### config.mk
export PLATFORM = sky130hd
export DESIGN_NAME = sub_serial_1c
export DESIGN_NICKNAME = d
export VERILOG_FILES = /design/src/rtl/sub_serial_1c.sv
export SDC_FILE = /design/constraint.sdc
export NUM_CORES = 1
export LEC_CHECK = 0
export CAP_MARGIN = 0
export CORE_MARGIN = 4
export CORE_UTILIZATION = 40
export DETAILED_ROUTE_END_ITERATION = 12
export PLACE_DENSITY = 0.68
export SYNTH_ARGS = -nofsm -noshare
export SYNTH_HDL_FRONTEND = slang
export SYNTH_SLANG_ARGS = --single-unit
### constraint.sdc
create_clock -name clk -period 1.25 [get_ports clk]
set_clock_uncertainty 0.15 [all_clocks]
set_input_delay 0.1875 -clock clk [delete_from_list [all_inputs] [get_ports clk]]
set_output_delay 0.1875 -clock clk [all_outputs]
set_load 0.03 [all_outputs]
### src/rtl/sub_serial_1c.sv
// Bit-serial subtractor: Diff = A - B - Bin, one bit per clock, LSB first,
// with a start/busy/done handshake. Define SUB_SERIAL_OVF_EN to enable the signed overflow flag.
module sub_serial_1c #(
  parameter int WIDTH = 4
) (
  input  logic             clk,
  input  logic             rst,
  input  logic             start,
  input  logic [WIDTH-1:0] A,
  input  logic [WIDTH-1:0] B,
  input  logic             Bin,
  output logic [WIDTH-1:0] Diff,
  output logic             Bout,
  output logic             busy,
  output logic             done,
  output logic             ovf
);

  localparam int CW = (WIDTH > 1) ? $clog2(WIDTH) : 1;

  typedef enum logic [1:0] {
    IDLE = 2'd0,
    RUN  = 2'd1,
    DONE = 2'd2
  } state_t;

  state_t           state;
  logic [WIDTH-1:0] a_sh;
  logic [WIDTH-1:0] b_sh;
  logic [WIDTH-1:0] work;
  logic             br;
  logic [CW-1:0]    cnt;

  logic             d;
  logic             br_next;
  logic [WIDTH-1:0] work_next;
  logic             last_bit;
  logic             accept;

  // Single full-subtractor cell operating on the current LSBs.
  // NOTE: every always_comb output is assigned on every path, so no latch is inferred.
  always_comb begin
    d         = a_sh[0] ^ b_sh[0] ^ br;
    br_next   = (~a_sh[0] & b_sh[0]) | (~(a_sh[0] ^ b_sh[0]) & br);
    work_next = {d, work[WIDTH-1:1]};
    last_bit  = (cnt == CW'(WIDTH - 1));
    accept    = start && (state == IDLE || state == DONE);
  end

  // NOTE: sequential state uses non-blocking assignments so all flops update together at the edge.
  always_ff @(posedge clk) begin
    if (rst) begin
      state <= IDLE;
      a_sh  <= '0;
      b_sh  <= '0;
      work  <= '0;
      br    <= 1'b0;
      cnt   <= '0;
      Diff  <= '0;
      Bout  <= 1'b0;
      busy  <= 1'b0;
      done  <= 1'b0;
    end else begin
      case (state)
        IDLE, DONE: begin
          done <= 1'b0;
          if (accept) begin
            a_sh  <= A;
            b_sh  <= B;
            br    <= Bin;
            work  <= '0;
            cnt   <= '0;
            busy  <= 1'b1;
            state <= RUN;
          end else begin
            state <= IDLE;
          end
        end
        RUN: begin
          a_sh <= a_sh >> 1;
          b_sh <= b_sh >> 1;
          br   <= br_next;
          work <= work_next;
          cnt  <= cnt + 1'b1;
          // Results are published only at the final bit; they hold otherwise.
          if (last_bit) begin
            Diff  <= work_next;
            Bout  <= br_next;
            busy  <= 1'b0;
            done  <= 1'b1;
            state <= DONE;
          end
        end
        default: state <= IDLE;
      endcase
    end
  end

`ifdef SUB_SERIAL_OVF_EN
  logic a_msb;
  logic b_msb;
  logic ovf_q;

  // Operand sign bits are kept so the flag can be formed with the final result bit.
  always_ff @(posedge clk) begin
    if (rst) begin
      a_msb <= 1'b0;
      b_msb <= 1'b0;
      ovf_q <= 1'b0;
    end else begin
      if (accept) begin
        a_msb <= A[WIDTH-1];
        b_msb <= B[WIDTH-1];
      end
      if (state == RUN && last_bit) begin
        ovf_q <= (a_msb ^ b_msb) & (work_next[WIDTH-1] ^ a_msb);
      end
    end
  end

  assign ovf = ovf_q;
`else
  assign ovf = 1'b0;
`endif

endmodule

==> results_dict.tcl <==
set metrics [dict create \
    status "complete, but fails checks" \
    violations "setup timing" \
    seq_area_frac_synth_pct 48.6 \
    grt_max_degree 24 \
    hold_class "in2reg" \
    synth_cells 112 \
    syn_nets 126 \
    htreeDepth 1 \
    hold_end "a_sh[3]" \
    crit_arrival_ns 1.45 \
    timing.final.ws_setup_ns -0.119 \
    placement_rows 17 \
    finish.net_count 153 \
    maxCapViolCount 0 \
    ios 20 \
    r2r-start "b_sh[0]" \
    syn2layout_area_growth_pct 41.9 \
    cp_top_family "adder cells" \
    grt_usage_pct 12.4 \
    final_cell_mix "22 x nand2_1, 17 x dfxtp_1, 14 x buf_4" \
    syn_area_sq_um 947 \
    crit_required_ns 1.33 \
    holdWs_ns 0.270 \
    gp_congestion 0.767 \
    fmax_mhz 730 \
    slew_viol_final 0 \
    synth_top_cell_area_share_pct 48.6 \
    yosys.cell_types.count 24 \
    n_antenna_cell 0 \
    p_leak_nw 0.512 \
    crit_chain "inv_2 > fa_1 > a2bb2oi_1 > a21oi_1" \
    yosys.area.top_type "dfxtp_1" \
    numPortBuffers 18 \
    grt_antenna_before_repair 0 \
    die_y_um 56.7 \
    dieArea_sq_um 3210 \
    worstHoldStart "A[3]" \
    numCtsBuffers 3 \
    cts.sinks 23 \
    finalCritPeriodShare_pct 110 \
    route.antenna.remaining_nets 0 \
    ys_top_cells_by_area "dfxtp_1 49%, nand2_1 8.7%, a21oi_1 7.4%, nand3_1 6.3%, a311oi_1 5.5%" \
    crit_fanout 2 \
    drive_gt1_share_pct 29.7 \
    setup-violations-final 4 \
    clockBufferDepth 2 \
    drcViolationCount 0 \
    cp-end-kind "flip-flop" \
    layout_commonest_cell "nand2_1" \
    worst_path_largest_cell_delay_ns 0.42 \
    whs_path_depth 3 \
    cts_tree "built" \
    start_util_pct 42.4 \
    place_hpwl_mm 1.30 \
    grt-ovfl-total 0 \
    initialDrtViolationCount 8 \
    grt_pass1_vias 739 \
    hold_violations 0 \
    cp_slowest_cell "fa_1" \
    synth_area_per_cell_sq_um 8.46 \
    r2r_slack_ns -0.12 \
    cp-start-kind "flip-flop" \
    fin_crit_ns 1.37 \
    max-vdd-ir-drop_mv 0.856 \
    ys_seq_elements 23 \
    wire_per_inst_um 12.4 \
    postCtsHoldBufs 0 \
    power_density_nw_per_um2 1070 \
    first_pass_iters 4 \
    total_power_mw 1.43 \
    chipWidth_um 56.7 \
    viasPerCell 5.11 \
    drt-total-wl_mm 2.05 \
    core_sq_um 2230 \
    worstSkewPairLatency_ns 0.30 \
    final_design_area_no_fill_sq_um 1340 \
    root_buffer "clkbuf_4" \
    yosys_warnings 0 \
    via_count 848 \
    rsz0062_at_grt "yes" \
    path_class "reg2reg" \
    fill_cells 202 \
    path_buf_inv 1 \
    placed_area_sq_um 1170 \
    reg2reg_to "br" \
    rr_worst_depth 4 \
    path_clk_slew_ns 0.12 \
    grt_pass1_wl_mm 3.17 \
    tns_ns -0.264 \
]
area by class of cell:
class | instances | area, sq um | area share (%)
multi-input cells | 78 | 490 | 36.5
flip-flops and latches | 23 | 470 | 35.0
repair buffers | 30 | 310 | 23.1
well taps | 28 | 35.0 | 2.61
clock buffers | 4 | 26.3 | 1.96
inverters | 3 | 11.3 | 0.838
metal layers:
layer	vias to the layer above	track usage [%]	part of all wire (%)	wire length [um]
met2	12	19.6	51	1050
met3	2	2.30	3.6	73
met4	0	6.10	0.63	13
li1	435	-	-	-
met5	-	0	0	0
met1	399	16.1	45	917
worst max path at each step:
stage / cells after the start / end / slack (ns) / from
detailed placement: 5 / a_sh[2] / -0.30 / start
global route: 4 / work[3] / -0.15 / b_sh[0]
global placement: 5 / a_sh[2] / -0.25 / start
floorplan: 4 / Diff[3] / 0.006 / b_sh[0]
finish: 4 / br / -0.12 / b_sh[0]
CTS: 4 / Diff[3] / -0.09 / b_sh[0]
cell usage after synthesis:
master	count
a21oi_1	14
a311oi_1	6
o21a_1	1
inv_1	3
nand3b_1	1
and2b_1	1
buf_6	1
nand2_1	22
nor2_1	9
a2bb2oi_1	1
dfxtp_1	23
o21ai_1	1
conb_1	1
nand2b_1	2
clkbuf_1	2
nand3_1	12
nor3b_1	1
buf_4	2
nand2b_2	1
a311oi_2	1
buf_2	4
nor2b_1	1
fa_1	1
ha_1	1
metrics by stage:
stage                     cells  utilization [%]  setup slack [ns]
after floorplan             112                -           0.00643
after global placement      156             52.3            -0.254
after detailed placement    156             52.3            -0.303
after CTS                   163             56.0           -0.0892
after global routing        166             60.2            -0.146
final                       166             60.2            -0.119
kinds of logic (layout without fill, tap and decap cells):
| kind of cell | count (synthesis) | after routing | synth area share (%) |
|---|---|---|---|
| compound gates | 24 | 24 | 16.8 |
| buf+inv | 12 | 37 | 6.87 |
| flops | 23 | 23 | 48.6 |
| simple gates | 50 | 51 | 23.9 |
| other cells | 1 | 1 | 0.396 |
| fa+ha+maj | 2 | 2 | 3.43 |
registers in the layout, summed over array words and instances, names as in the netlist:
name and cells:
Diff 4, a_sh 4, b_sh 4, work 3, cnt 2, state 2
Bout 1, br 1, busy 1, done 1
power breakdown:
part	internal [mW]	leakage (nW)	switching, mW	total, mW
Sequential	0.773	0.191	0.0304	0.804
Combinational	0.162	0.306	0.135	0.297
Clock	0.124	0.0150	0.208	0.332
what timing repair did:
item	in CTS	in global routing
setup buffers	2	1
endpoints found under the setup margin	17	22
cloned	1	2
pin swaps	2	2
gates resized for setup	9	17
tightest hold or removal path: cells and delay by family:
family | cells | cell delay (ns)
AOI/OAI and AO/OA | 1 | 0.05
and+or+nand+nor | 1 | 0.05
buffers and inverters | 1 | 0.39
(Power assumes the default switching activity.)
